==> config.mk <==
export PLATFORM = sky130hd
export DESIGN_NAME = control_sequencer
export DESIGN_NICKNAME = d
export VERILOG_FILES = /design/src/rtl/cpu_ctrl_pkg.sv /design/src/rtl/ctrl_decode.sv /design/src/rtl/control_sequencer.sv
export SDC_FILE = /design/constraint.sdc
export NUM_CORES = 1
export LEC_CHECK = 0
export CORE_ASPECT_RATIO = 0.9
export CORE_UTILIZATION = 37
export CTS_CLUSTER_DIAMETER = 50
export DETAILED_ROUTE_END_ITERATION = 12
export PLACE_DENSITY = 0.88
export SYNTH_ARGS = -nofsm -noshare
export SYNTH_HDL_FRONTEND = slang
export SYNTH_SLANG_ARGS = --single-unit
==> constraint.sdc <==
create_clock -name clk -period 5.6 [get_ports clk]
set_input_delay 1.68 -clock clk [delete_from_list [all_inputs] [get_ports clk]]
set_output_delay 1.68 -clock clk [all_outputs]
set_load 0.02 [all_outputs]
==> src/rtl/cpu_ctrl_pkg.sv <==
// Shared opcode, control-state and strobe-bundle definitions for the hardwired control unit.
// Pure declarations: no latency, no backpressure.
package cpu_ctrl_pkg;

    localparam logic [4:0] OP_LD   = 5'b00000;
    localparam logic [4:0] OP_LDI  = 5'b00001;
    localparam logic [4:0] OP_ST   = 5'b00010;
    localparam logic [4:0] OP_ADD  = 5'b00011;
    localparam logic [4:0] OP_SUB  = 5'b00100;
    localparam logic [4:0] OP_AND  = 5'b00101;
    localparam logic [4:0] OP_OR   = 5'b00110;
    localparam logic [4:0] OP_ADDI = 5'b01100;
    localparam logic [4:0] OP_BR   = 5'b10010;
    localparam logic [4:0] OP_JR   = 5'b10100;
    localparam logic [4:0] OP_NOP  = 5'b11010;
    localparam logic [4:0] OP_HALT = 5'b11011;

    typedef enum logic [3:0] {
        RST  = 4'd0,
        F0   = 4'd1,
        F1   = 4'd2,
        F2   = 4'd3,
        E3   = 4'd4,
        E4   = 4'd5,
        E5   = 4'd6,
        E6   = 4'd7,
        E7   = 4'd8,
        HALT = 4'd9
    } state_t;

    typedef struct packed {
        logic read, write, pc_out, zlow_out, mdr_out, c_out, ba_out, r_out;
        logic mar_in, pc_in, mdr_in, ir_in, y_in, z_in, con_in, r_in;
        logic inc_pc, gra, grb, grc, alu_add, alu_sub, alu_and, alu_or, run;
    } ctrl_t;

    localparam int CTRL_W = $bits(ctrl_t);

    function automatic logic is_rtype(input logic [4:0] op);
        return op inside {OP_ADD, OP_SUB, OP_AND, OP_OR};
    endfunction

    // Opcodes that own at least one execute state after F2.
    function automatic logic has_exec(input logic [4:0] op);
        return is_rtype(op) || (op inside {OP_ADDI, OP_LDI, OP_LD, OP_ST, OP_BR, OP_JR});
    endfunction

endpackage

==> src/rtl/ctrl_decode.sv <==
// Combinational (state, opcode, con_ff) -> datapath strobe map; zero latency, no backpressure.
// Every strobe not named for a state stays 0, so RST, HALT and illegal states drive nothing.
module ctrl_decode
    import cpu_ctrl_pkg::*;
(
    input  logic [3:0]        i_state,
    input  logic [4:0]        i_opc,
    input  logic              i_con_ff,
    output logic [CTRL_W-1:0] o_ctrl
);

    state_t w_state;
    ctrl_t  w_c;

    assign w_state = state_t'(i_state);
    assign o_ctrl  = w_c;

    always_comb begin
        w_c     = '0;
        w_c.run = (w_state inside {F0, F1, F2, E3, E4, E5, E6, E7});
        case (w_state)
            F0: begin w_c.pc_out = 1'b1; w_c.mar_in = 1'b1; w_c.inc_pc = 1'b1; w_c.z_in = 1'b1; end
            F1: begin w_c.zlow_out = 1'b1; w_c.pc_in = 1'b1; w_c.read = 1'b1; w_c.mdr_in = 1'b1; end
            F2: begin w_c.mdr_out = 1'b1; w_c.ir_in = 1'b1; end
            E3: begin
                if (is_rtype(i_opc) || i_opc == OP_ADDI) begin
                    w_c.grb = 1'b1; w_c.r_out = 1'b1; w_c.y_in = 1'b1;
                end else if (i_opc inside {OP_LDI, OP_LD, OP_ST}) begin
                    w_c.grb = 1'b1; w_c.ba_out = 1'b1; w_c.y_in = 1'b1;
                end else if (i_opc == OP_BR) begin
                    w_c.gra = 1'b1; w_c.r_out = 1'b1; w_c.con_in = 1'b1;
                end else if (i_opc == OP_JR) begin
                    w_c.gra = 1'b1; w_c.r_out = 1'b1; w_c.pc_in = 1'b1;
                end
            end
            E4: begin
                if (is_rtype(i_opc)) begin
                    w_c.grc     = 1'b1; w_c.r_out = 1'b1; w_c.z_in = 1'b1;
                    w_c.alu_add = (i_opc == OP_ADD);
                    w_c.alu_sub = (i_opc == OP_SUB);
                    w_c.alu_and = (i_opc == OP_AND);
                    w_c.alu_or  = (i_opc == OP_OR);
                end else if (i_opc inside {OP_ADDI, OP_LDI, OP_LD, OP_ST}) begin
                    w_c.c_out = 1'b1; w_c.alu_add = 1'b1; w_c.z_in = 1'b1;
                end else if (i_opc == OP_BR) begin
                    w_c.pc_out = 1'b1; w_c.y_in = 1'b1;
                end
            end
            E5: begin
                if (is_rtype(i_opc) || (i_opc inside {OP_ADDI, OP_LDI})) begin
                    w_c.zlow_out = 1'b1; w_c.gra = 1'b1; w_c.r_in = 1'b1;
                end else if (i_opc inside {OP_LD, OP_ST}) begin
                    w_c.zlow_out = 1'b1; w_c.mar_in = 1'b1;
                end else if (i_opc == OP_BR) begin
                    w_c.c_out = 1'b1; w_c.alu_add = 1'b1; w_c.z_in = 1'b1;
                end
            end
            E6: begin
                if (i_opc == OP_LD) begin
                    w_c.read = 1'b1; w_c.mdr_in = 1'b1;
                end else if (i_opc == OP_ST) begin
                    w_c.gra = 1'b1; w_c.r_out = 1'b1; w_c.mdr_in = 1'b1;
                end else if (i_opc == OP_BR) begin
                    // con_ff was latched by the datapath at the E3 edge, so it is valid here.
                    w_c.zlow_out = 1'b1; w_c.pc_in = i_con_ff;
                end
            end
            E7: begin
                if (i_opc == OP_LD) begin
                    w_c.mdr_out = 1'b1; w_c.gra = 1'b1; w_c.r_in = 1'b1;
                end else if (i_opc == OP_ST) begin
                    w_c.write = 1'b1;
                end
            end
            default: ;
        endcase
    end

endmodule

==> src/rtl/control_sequencer.sv <==
// Hardwired Moore control unit: one control state per clock, fetch -> decode -> execute -> fetch.
// Strobes are combinational from the state register (zero added latency); no stall, no backpressure.
module control_sequencer
    import cpu_ctrl_pkg::*;
#(
    parameter int IR_WIDTH = 32,
    parameter int OPC_MSB  = 31
) (
    input  logic                clk,
    input  logic                clr,
    input  logic [IR_WIDTH-1:0] ir,
    input  logic                con_ff,
    output logic read, write,
    output logic PCout, Zlowout, MDRout, Cout, BAout, Rout,
    output logic MARIn, PCIn, MDRIn, IRIn, YIn, ZIn, CONIn, RIn,
    output logic IncPC,
    output logic Gra, Grb, Grc,
    output logic add, subtract, andSignal, orSignal,
    output logic Zhighout, IN_Portout, LOout, HIout, HiIn, LoIn, CIn, InIn, OutIn, multiply, divide,
    output logic run
);

    state_t     r_state;
    logic [4:0] w_opc;
    ctrl_t      w_ctrl;
    logic       w_unused_ir;

    assign w_opc       = ir[OPC_MSB -: 5];
    assign w_unused_ir = ^ir;

    always_ff @(posedge clk or posedge clr) begin
        if (clr) begin
            r_state <= RST;
        end else begin
            case (r_state)
                RST:  r_state <= F0;
                F0:   r_state <= F1;
                F1:   r_state <= F2;
                F2: begin
                    if (w_opc == OP_HALT)     r_state <= HALT;
                    else if (has_exec(w_opc)) r_state <= E3;
                    else                      r_state <= F0;
                end
                E3:   r_state <= (w_opc == OP_JR || !has_exec(w_opc)) ? F0 : E4;
                E4:   r_state <= E5;
                E5:   r_state <= (w_opc inside {OP_LD, OP_ST, OP_BR}) ? E6 : F0;
                E6:   r_state <= (w_opc inside {OP_LD, OP_ST}) ? E7 : F0;
                E7:   r_state <= F0;
                HALT: r_state <= HALT;
                default: r_state <= F0;
            endcase
        end
    end

    ctrl_decode u_decode (
        .i_state  (r_state),
        .i_opc    (w_opc),
        .i_con_ff (con_ff),
        .o_ctrl   (w_ctrl)
    );

    assign read      = w_ctrl.read;
    assign write     = w_ctrl.write;
    assign PCout     = w_ctrl.pc_out;
    assign Zlowout   = w_ctrl.zlow_out;
    assign MDRout    = w_ctrl.mdr_out;
    assign Cout      = w_ctrl.c_out;
    assign BAout     = w_ctrl.ba_out;
    assign Rout      = w_ctrl.r_out;
    assign MARIn     = w_ctrl.mar_in;
    assign PCIn      = w_ctrl.pc_in;
    assign MDRIn     = w_ctrl.mdr_in;
    assign IRIn      = w_ctrl.ir_in;
    assign YIn       = w_ctrl.y_in;
    assign ZIn       = w_ctrl.z_in;
    assign CONIn     = w_ctrl.con_in;
    assign RIn       = w_ctrl.r_in;
    assign IncPC     = w_ctrl.inc_pc;
    assign Gra       = w_ctrl.gra;
    assign Grb       = w_ctrl.grb;
    assign Grc       = w_ctrl.grc;
    assign add       = w_ctrl.alu_add;
    assign subtract  = w_ctrl.alu_sub;
    assign andSignal = w_ctrl.alu_and;
    assign orSignal  = w_ctrl.alu_or;
    assign run       = w_ctrl.run;

    assign Zhighout   = 1'b0;
    assign IN_Portout = 1'b0;
    assign LOout      = 1'b0;
    assign HIout      = 1'b0;
    assign HiIn       = 1'b0;
    assign LoIn       = 1'b0;
    assign CIn        = 1'b0;
    assign InIn       = 1'b0;
    assign OutIn      = 1'b0;
    assign multiply   = 1'b0;
    assign divide     = 1'b0;

endmodule
==> out/metrics.csv, run 1 <==
stage;metric;value;unit
setup_path;Required @ worst endpoint;3.92;ns
yosys;Synth area leaders;dfrtp_1 (10%), buf_4 (9.4%), nand2b_1 (4.6%);
clock_network;CTS tree;done;
clock_network;Clock Sinks;4;
placement;DP HPWL;1970;um
placement;Setup WS pre-CTS;0.0216;ns
cells_and_area;Biggest register;r_state;
yosys;Post-Syn Area per Cell;6.82;sq um
setup_path;Crit path max-delay family;buffers and inverters;
setup_path;startpoint types;input pin;
sta;Rel. slew slack;65.0;%
cells_and_area;Area growth syn-to-layout;39.9;%
placement;Placer Congestion;0.890;
clock_network;clk_lat worst skew;0.24;ns
route;TritonRoute pass-1 iters;6;
yosys;Synth top area share;10.4;%
cells_and_area;FILL cells;256;
yosys;ys flop type;dfrtp_1;
placement;IO Port Bufs;32;
die;Initial Utilization;39.0;%
setup_path;CP dominant cell by count;clkdlybuf4s50_1;
clock_network;clk slew on worst S/H paths;0.04;ns
cells_and_area;n_diodes;0;
yosys;cells after synthesis;141;
sta;Worst Tran Pin Value;0.525;ns
sta;slack of the critical path;0.0777;ns
sta;setup TNS;0;ns
sta;final hold slack;0.778;ns
hold_path;HP Class;flop to flop;
setup_path;slowest stage delay, CP;0.60;ns
setup_path;Worst path slowest cell;clkdlybuf4s50_1;
cells_and_area;biggest regs;r_state x4;
pwr;leakage;0.000611;uW
die;Rows;17;
die;Die ar.;2810;sq um
cells_and_area;Largest register FFs;4;
yosys;most instantiated cells after synthesis;buf_4 (12), nor2_1 (11), nand2_1 (10);
outcome;outcome;finished, final reports clean;
sta;fin. max-slew vios;0;
yosys;most frequent cell after synthesis;buf_4;
die;Die Ht;50.4;um
job;maxcap violations;0;
yosys;ys async rst share;100;%
sta;Final period util;98.6;%
global_routing;vias in the first global route;937;
die;# IOs;71;
setup_path;crit-path max FO;4;
sta;Clock Skew;0.00557;ns
pwr;pwr/cell area;350;nW/um^2
route;average vias per placed instance;5.61;
sta;unrepaired setup endpoints after global routing;no;
yosys;number of synthesized flops with an enable pin;0;
global_routing;first-pass GRT wire length;4260;um
route;drt drc;0;
clock_network;total CTS buffers;3;
route;Routed Antenna Nets;0;
clock_network;H-tree lvl count;1;
clock_network;Post-CTS Setup Bufs;0;
cells_and_area;share of layout cells above drive strength 1;16.7;%
yosys;Synth area leader;dfrtp_1;
yosys;post-synth cell types;52;
sta;maximum clock rate;0.181;GHz
die;core box area;2470;sq um
setup_path;Critical Path AT;3.84;ns
route;total number of vias;1134;
yosys;post-synthesis register bit count;4;
pwr;peak supply drop;0.285;mV
global_routing;largest net degree at the start of global routing;20;
sta;Final Critical Period;5.52;ns
yosys;mapped cell area;962;sq um
setup_path;crit path kind;input pin to primary output;
clock_network;Bufs on Longest Clock Path;2;
global_routing;GR Overflow Total;0;
cells_and_area;Finished Core Util;54.6;%
sta;# setup viols final;0;
setup_path;crit path cell chain;clkdlybuf4s50_1, nor4b_4, nand2_2, or4_1, nand2b_1, clkdlybuf4s50_1;
yosys;share of the yosys chip area belonging to registers;10.4;%
global_routing;initial antenna violation count;0;
die;width of the die;55.8;um
route;DRT iter0 DRCs;53;
sta;endpoints failing hold;0;
route;final wirelength;2680;um
clock_network;Root Driver;clkbuf_4;
setup_path;CP Buf/Inv Count;2;
setup_path;CP Capture Type;primary output;
global_routing;GRT Resource Usage Total;19.4;%
route;post-DR wirelength/cell;13.3;um
cells_and_area;final layout net count;211;
yosys;Yosys warning total;0;
==> layout make-up <==
type / instances / area (sq um) / area share, %
clock buffers: 3 / 22.5 / 1.67
well taps: 28 / 35.0 / 2.60
inverters: 6 / 22.5 / 1.67
multi-input cells: 116 / 721 / 53.5
repair buffers: 45 / 445 / 33.1
flip-flops and latches: 4 / 100 / 7.43
==> layout by cell type (no fill, tap or decap), drive strengths merged, types with 2 or more instances in the layout <==
cell type	netlist	final
inv	6	6
and3	4	4
nor4b	3	3
nor3b	2	2
o22ai	4	4
o21ai	8	8
o221ai	2	2
nor2	11	11
nand3	2	2
a21oi	6	6
dfrtp	4	4
or3	2	2
nor2b	2	2
clkdlybuf4s50	0	26
xnor2	2	2
nor4	4	4
or2	4	4
conb	1	11
nand2	11	11
nor3	8	8
clkbuf	7	3
buf	18	13
dlymetal6s2s	0	6
a211oi	4	4
nand2b	7	7
or4	2	2
==> path summary, 6_finish.rpt <==
path	start	endpoint	slack [ns]	cells past startpoint
worst max-delay path	ir[29]	PCout	0.08	6
worst min-delay path	r_state[3]$_DFF_PP0_	r_state[1]$_DFF_PP0_	0.78	1
worst max register to register	r_state[2]$_DFF_PP0_	r_state[3]$_DFF_PP0_	4.02	4
worst min register to register	r_state[3]$_DFF_PP0_	r_state[1]$_DFF_PP0_	0.78	1
max in group asynchronous	clr	r_state[1]$_DFF_PP0_	3.83	2
min in group asynchronous	clr	r_state[2]$_DFF_PP0_	1.62	2
==> routing by layer <==
| metal | wire [um] | GRT usage (%) | vias to the layer above |
|---|---|---|---|
| li1 | - | - | 556 |
| met1 | 1210 | 26.5 | 514 |
| met2 | 1230 | 29.7 | 62 |
| met3 | 215 | 3.09 | 2 |
| met4 | 24 | 9.17 | 0 |
| met5 | 0 | 0 | - |
==> cells by family (layout without fill, tap and decap cells) <==
| logic type | count (synthesis) | count (layout) | share of synthesized area, % |
|---|---|---|---|
| compound gates | 34 | 34 | 23.9 |
| xor+xnor | 3 | 3 | 2.73 |
| fa+ha+maj | 1 | 1 | 1.04 |
| buf+inv | 31 | 54 | 18.6 |
| flops | 4 | 4 | 10.4 |
| other cells | 1 | 11 | 0.390 |
| simple gates | 67 | 67 | 42.9 |
==> where the power goes <==
| group | leakage (uW) | internal [uW] | switching (uW) |
|---|---|---|---|
| clock | 0.0000138 | 24.0 | 12.3 |
| combinational | 0.000546 | 161 | 182 |
| sequential | 0.0000506 | 40.0 | 51.3 |
==> repair_timing <==
action	in CTS	in global routing
resized for setup	0	7
endpoints found under the setup margin	0	6
hold buffers	0	0
==> stage by stage <==
step,instance area (sq um),instances,total power (uW)
2_1_floorplan,1000,151,301
3_3_place_gp,1310,199,429
3_5_place_dp,1310,199,431
4_1_cts,1330,202,470
5_1_grt,1350,202,502
6_report,1350,202,471
(Power assumes the default switching activity.)
==> run 2: changes to the inputs <==
--- a/config.mk
+++ b/config.mk
@@ -5,11 +5,13 @@
 export SDC_FILE = /design/constraint.sdc
 export NUM_CORES = 1
 export LEC_CHECK = 0
+export CAP_MARGIN = 5
 export CORE_ASPECT_RATIO = 0.9
 export CORE_UTILIZATION = 37
 export CTS_CLUSTER_DIAMETER = 50
 export DETAILED_ROUTE_END_ITERATION = 12
 export PLACE_DENSITY = 0.88
+export REMOVE_ABC_BUFFERS = 1
 export SYNTH_ARGS = -nofsm -noshare
 export SYNTH_HDL_FRONTEND = slang
 export SYNTH_SLANG_ARGS = --single-unit
==> run 2 against run 1 <==
Compared with the run above:
- routed wire length grew 1.3%
- cell area grew 0.74%
- non-clock buffer count decreased by 2
- combinational power increased by 1%
- worst setup slack worse by 0.032 ns
- clock skew fell by 0.0047 ns
- clock-buffer cell count stayed put
- sequential power fell by 1%
- via count is 0.35% lower
- critical endpoint unchanged
==> out/metrics.csv, run 2 (synthesized netlist as in run 1, its figures left out) <==
stage;metric;value;unit
sta;# setup viols final;0;
pwr;pwr/cell area;349;nW/um^2
cells_and_area;post-route insts no fill;200;
global_routing;largest net degree at the start of global routing;20;
cells_and_area;commonest non-fill, non-tap cell in the layout;clkdlybuf4s50_1;
clock_network;H-tree lvl count;1;
global_routing;vias in the first global route;993;
die;Die Ht;50.4;um
setup_path;Required @ worst endpoint;3.92;ns
clock_network;Clock Sinks;4;
setup_path;slowest stage delay, CP;0.59;ns
clock_network;Bufs on Longest Clock Path;2;
route;drt drc;0;
die;Die ar.;2810;sq um
setup_path;Crit path max-delay family;simple AND/OR/NAND/NOR gates;
sta;slack of the critical path;0.0461;ns
cells_and_area;Largest register FFs;4;
die;# IOs;71;
placement;Setup WS pre-CTS;0.0124;ns
clock_network;total CTS buffers;3;
route;final wirelength;2720;um
sta;Clock Skew;0.000909;ns
outcome;outcome;finished, final reports clean;
cells_and_area;commonest non-fill, non-tap cells in the layout;clkdlybuf4s50_1 (28), nor2_1 (11), conb_1 (11);
pwr;peak supply drop;0.324;mV
route;Routed Antenna Nets;0;
setup_path;worst-case reg-to-reg path depth;4;
sta;Final Critical Period;5.55;ns
job;maxcap violations;0;
cells_and_area;n_diodes;0;
route;TritonRoute pass-1 iters;4;
die;Initial Utilization;39.0;%
clock_network;clk_lat worst skew;0.24;ns
hold_path;Hold Path Stages;1;
clock_network;Hold-fix buffers, CTS;0;
die;Rows;17;
clock_network;CTS tree;done;
setup_path;CP Buf/Inv Count;2;
setup_path;crit path kind;input pin to primary output;
cells_and_area;Finished Core Util;55.0;%
global_routing;first-pass GRT wire length;4640;um
pwr;leakage;0.000578;uW
sta;Rel. slew slack;66.4;%
cells_and_area;FILL cells;240;
setup_path;CP dominant cell by count;clkdlybuf4s50_1;
global_routing;GRT Resource Usage Total;20.4;%
die;core box area;2470;sq um
pwr;total power;473;uW
cells_and_area;Biggest register;r_state;
route;DRT iter0 DRCs;50;
sta;Final period util;99.2;%
cells_and_area;Area growth syn-to-layout;41.0;%
setup_path;startpoint types;input pin;
global_routing;initial antenna violation count;0;
placement;Placer Congestion;0.935;
route;average vias per placed instance;5.65;
clock_network;Root Driver;clkbuf_4;
cells_and_area;Design Area, Final;1360;sq um
clock_network;clk slew on worst S/H paths;0.04;ns
placement;IO Port Bufs;32;
sta;Worst Tran Pin Value;0.504;ns
global_routing;GR Overflow Total;0;
route;post-DR wirelength/cell;13.6;um
setup_path;crit-path max FO;4;
setup_path;CP Capture Type;primary output;
sta;endpoints failing hold;0;
setup_path;Critical Path AT;3.87;ns
setup_path;Crit. path cell count;6;
route;total number of vias;1130;
setup_path;crit path cell chain;clkdlybuf4s50_1, nor4b_4, nand2_2, or4_1, nand2b_1, clkdlybuf4s50_1;
placement;placed cell count;196;
setup_path;Worst path slowest cell;clkdlybuf4s50_1;
sta;maximum clock rate;0.180;GHz
die;width of the die;55.8;um
cells_and_area;biggest regs;r_state x4;
placement;DP HPWL;1910;um
sta;fin. max-slew vios;0;
cells_and_area;final layout net count;209;
hold_path;HP Class;flop to flop;
cells_and_area;share of layout cells above drive strength 1;16.9;%
placement;Post-Place Cell Area;1290;sq um
-- run 2: worst paths after layout --
| kind | slack [ns] | startpoint | endpoint |
|---|---|---|---|
| setup reg to reg | 4.06 | r_state[2]$_DFF_PP0_ | r_state[2]$_DFF_PP0_ |
| hold reg to reg | 0.75 | r_state[3]$_DFF_PP0_ | r_state[1]$_DFF_PP0_ |
| min in group asynchronous | 1.62 | clr | r_state[1]$_DFF_PP0_ |
| setup / recovery | 0.05 | ir[29] | PCout |
| hold / removal | 0.75 | r_state[3]$_DFF_PP0_ | r_state[1]$_DFF_PP0_ |
| max in group asynchronous | 3.83 | clr | r_state[2]$_DFF_PP0_ |
-- run 2: per-stage QoR --
step,setup TNS [ns],hold WS (ns)
2_1_floorplan,0,0.606
3_3_place_gp,0,0.703
3_5_place_dp,0,0.726
4_1_cts,0,0.740
5_1_grt,-0.0719,0.790
6_report,0,0.752
-- run 2: area by class of cell --
cell class	instances	area (sq um)	area share (%)
inverters	6	22.5	1.66
well taps	28	35.0	2.58
multi-input cells	116	751	55.4
clock buffers	3	22.5	1.66
repair buffers	43	425	31.4
flip-flops and latches	4	100	7.38
-- run 2: what timing repair did --
item | 4_1_cts | 5_1_grt
hold endpoints to repair | 0 | 0
endpoints found under the setup margin | 1 | 7
setup buffers | 0 | 1
pin swaps | 0 | 1
resized for setup | 1 | 7
-- run 2: worst register-to-register path, cell delays in order, from the launching register on --
cell and delay [ns]:
dfrtp_1 0.64, nand2b_1 0.29, a211oi_1 0.31, o32ai_1 0.13, o221ai_1 0.09
-- run 2: per-layer routing --
layer / GRT usage (%) / up-vias / routed length [um]
met3: 3.61 / 4 / 196
met4: 7.92 / 0 / 30
met2: 30.3 / 61 / 1250
met1: 29.0 / 511 / 1240
li1: - / 554 / -
met5: 0 / - / 0
-- run 2: power breakdown --
part	switching [uW]	internal [uW]
logic	184	162
clock network	12.7	24.0
registers	50.1	40.0
==> run 3: changes to the inputs <==
--- a/config.mk
+++ b/config.mk
@@ -5,12 +5,13 @@
 export SDC_FILE = /design/constraint.sdc
 export NUM_CORES = 1
 export LEC_CHECK = 0
+export ABC_AREA = 1
 export CAP_MARGIN = 5
 export CORE_ASPECT_RATIO = 0.9
-export CORE_UTILIZATION = 37
+export CORE_UTILIZATION = 28
 export CTS_CLUSTER_DIAMETER = 50
 export DETAILED_ROUTE_END_ITERATION = 12
-export PLACE_DENSITY = 0.88
+export PLACE_DENSITY = 0.78
 export REMOVE_ABC_BUFFERS = 1
 export SYNTH_ARGS = -nofsm -noshare
 export SYNTH_HDL_FRONTEND = slang
==> constraint.sdc (replaced) <==
create_clock -name clk -period 4.7 [get_ports clk]
set_input_delay 1.41 -clock clk [delete_from_list [all_inputs] [get_ports clk]]
set_output_delay 1.41 -clock clk [all_outputs]
set_load 0.02 [all_outputs]
==> run 3 against run 2 <==
Compared with the run above:
- clock-buffer cell count did not move
- total power fell by 5.1%
- worst setup slack improved by 0.089 ns
- highest routed layer is now met3
- sequential cell count did not move
- critical endpoint is now Grb
- area after synthesis fell by 16%
- final cell count rose by 2.0%
==> out/metrics.csv, run 3 <==
stage;metric;value;unit
sta;Clock Skew;0.00519;ns
placement;Placer Congestion;0.843;
setup_path;Crit path max-delay family;buffers and inverters;
cells_and_area;Biggest register;r_state;
yosys;number of synthesized flops with an enable pin;0;
cells_and_area;Finished Core Util;43.9;%
pwr;peak supply drop;0.188;mV
clock_network;total CTS buffers;3;
route;post-DR wirelength/cell;9.92;um
die;width of the die;58.5;um
route;TritonRoute pass-1 iters;4;
global_routing;vias in the first global route;773;
global_routing;initial antenna violation count;0;
yosys;Synth area leader;dfrtp_1;
pwr;Clock power frac;9.5;%
die;Initial Utilization;29.3;%
cells_and_area;commonest non-fill, non-tap cell in the layout;nand2_1;
yosys;ys flop type;dfrtp_1;
route;average vias per placed instance;4.23;
setup_path;crit path cell chain;clkdlybuf4s50_1, inv_2, nor2_4, nand3_2, nand2_2, nor2_8, nor2_1, clkdlybuf4s50_1;
yosys;post-synthesis register bit count;4;
die;core box area;2750;sq um
setup_path;startpoint types;input pin;
hold_path;Hold Path Stages;1;
yosys;post-synth cell types;27;
cells_and_area;biggest regs;r_state x4;
route;DRT iter0 DRCs;28;
placement;IO Port Bufs;32;
sta;maximum clock rate;0.219;GHz
global_routing;GRT Resource Usage Total;14.3;%
pwr;Pint;212;uW
cells_and_area;n_diodes;0;
placement;placed cell count;201;
placement;Setup WS pre-CTS;-0.0308;ns
pwr;P_sw;237;uW
pwr;leakage;0.000762;uW
yosys;share of the yosys chip area belonging to registers;12.4;%
route;Routed Antenna Nets;0;
clock_network;Root Driver;clkbuf_4;
setup_path;CP dominant cell by count;clkdlybuf4s50_1;
hold_path;HP Class;flop to flop;
pwr;switching share of power;52.7;%
yosys;most frequent cell after synthesis;nand2_1;
clock_network;CTS tree;done;
route;drt drc;0;
pwr;logic gate share of total power;77.2;%
sta;Final Critical Period;4.57;ns
sta;# setup viols final;0;
pwr;Reg power frac;13.4;%
sta;slack of the critical path;0.135;ns
clock_network;Bufs on Longest Clock Path;2;
sta;Final period util;97.1;%
route;final wirelength;2020;um
die;Die Ht;52.9;um
global_routing;GR Overflow Total;0;
yosys;cells after synthesis;127;
setup_path;crit path kind;input pin to primary output;
yosys;Yosys warning total;0;
pwr;pwr/cell area;373;nW/um^2
global_routing;largest net degree at the start of global routing;8;
setup_path;CP Capture Type;primary output;
clock_network;clk slew on worst S/H paths;0.04;ns
yosys;Post-Syn Area per Cell;6.33;sq um
sta;unrepaired setup endpoints after global routing;no;
clock_network;clk_lat worst skew;0.24;ns
setup_path;worst-case reg-to-reg path depth;7;
setup_path;CP Buf/Inv Count;3;
setup_path;slowest stage delay, CP;0.61;ns
clock_network;Post-CTS Setup Bufs;0;
clock_network;H-tree lvl count;1;
yosys;Synth top area share;12.4;%
die;Rows;18;
setup_path;crit-path max FO;6;
job;maxcap violations;0;
cells_and_area;Largest register FFs;4;
die;# IOs;71;
setup_path;Required @ worst endpoint;3.29;ns
die;Die ar.;3090;sq um
yosys;mapped cell area;805;sq um
cells_and_area;post-route insts no fill;204;
placement;DP HPWL;1700;um
cells_and_area;final layout net count;201;
setup_path;Crit. path cell count;8;
cells_and_area;Area growth syn-to-layout;49.8;%
route;total number of vias;862;
yosys;ys async rst share;100;%
sta;fin. max-slew vios;0;
yosys;most instantiated cells after synthesis;nand2_1 (21), nor2_1 (14), inv_1 (13);
sta;endpoints failing hold;0;
cells_and_area;share of layout cells above drive strength 1;23.8;%
outcome;outcome;finished, final reports clean;
sta;setup TNS;0;ns
setup_path;Worst path slowest cell;clkdlybuf4s50_1;
cells_and_area;commonest non-fill, non-tap cells in the layout;nand2_1 (21), clkdlybuf4s50_1 (18), inv_1 (13), nor2_1 (13), dlymetal6s2s_1 (12);
yosys;Synth area leaders;dfrtp_1 (12%), buf_4 (10%), nand2_1 (9.8%);
global_routing;first-pass GRT wire length;3380;um
setup_path;Critical Path AT;3.16;ns
clock_network;Clock Sinks;4;
==> run 3: cell types whose count changed in the layout (fill, tap and decap cells not counted), sizes merged, moves of 10 or more <==
cell / previous run / this run
nand2: 11 / 28
nor2: 11 / 25
clkdlybuf4s50: 28 / 18
nand3: 2 / 15
inv: 6 / 20
==> run 3: area by class of cell <==
type / instances / area, sq um
clock buffer: 3 / 22.5
fill: 289 / 1540
inverter: 21 / 81.3
multi-input combinational: 101 / 581
sequential: 4 / 100
tap: 40 / 50.0
timing repair buffer: 35 / 370
==> run 3: worst register-to-register path: stages, from the launching register on <==
cell and delay [ns]:
dfrtp_1 0.42, nor2_4 0.16, inv_2 0.07, nor2_2 0.21
inv_1 0.13, o21ai_1 0.09, nor2_1 0.06, nand2_1 0.07
==> run 3: timing repair <==
item	CTS	global route
endpoints found under the setup margin	3	12
cloned	0	0
gates resized for setup	3	12
hold buffers	0	0
==> run 3: path summary, 6_finish.rpt <==
path	to	slack (ns)	startpoint
setup / recovery	Grb	0.13	ir[29]
hold / removal	r_state[3]$_DFF_PP0_	0.50	r_state[2]$_DFF_PP0_
setup reg to reg	r_state[2]$_DFF_PP0_	3.42	r_state[3]$_DFF_PP0_
hold reg to reg	r_state[3]$_DFF_PP0_	0.50	r_state[2]$_DFF_PP0_
max in group asynchronous	r_state[1]$_DFF_PP0_	3.19	clr
min in group asynchronous	r_state[2]$_DFF_PP0_	1.35	clr
==> run 3: per-layer routing <==
metal  vias to the layer above  track usage (%)  share of wire (%)
met5                         -                0                  0
met4                         0             2.38                  0
met3                         0             1.96                3.4
met2                        26             22.2                 44
met1                       376             21.1                 52
li1                        460                -                  -
==> run 3: cells by family after synthesis <==
group | share of synthesized area (%)
flip-flops | 12.4
buffers and inverters | 20.4
AO/OA/AOI/OAI | 11.8
AND/OR/NAND/NOR | 54.9
other | 0.466
==> run 3: per-stage QoR <==
| step | instance area [sq um] | power (uW) | hold WS (ns) |
|---|---|---|---|
| 4_1_cts | 1170 | 463 | 0.500 |
| 5_1_grt | 1200 | 488 | 0.514 |
| 3_3_place_gp | 1150 | 415 | 0.484 |
| 2_1_floorplan | 759 | 267 | 0.462 |
| 3_5_place_dp | 1150 | 416 | 0.495 |
| 6_report | 1200 | 449 | 0.502 |
==> run 3: power by group through the flow <==
stage	Combinational [uW]	Sequential, uW	Clock (uW)
finish	347	60.1	42.5
global route	379	61.4	47.8
CTS	358	59.9	45.0
detailed placement	355	60.7	0
global placement	355	60.0	0
floorplan	209	57.9	0
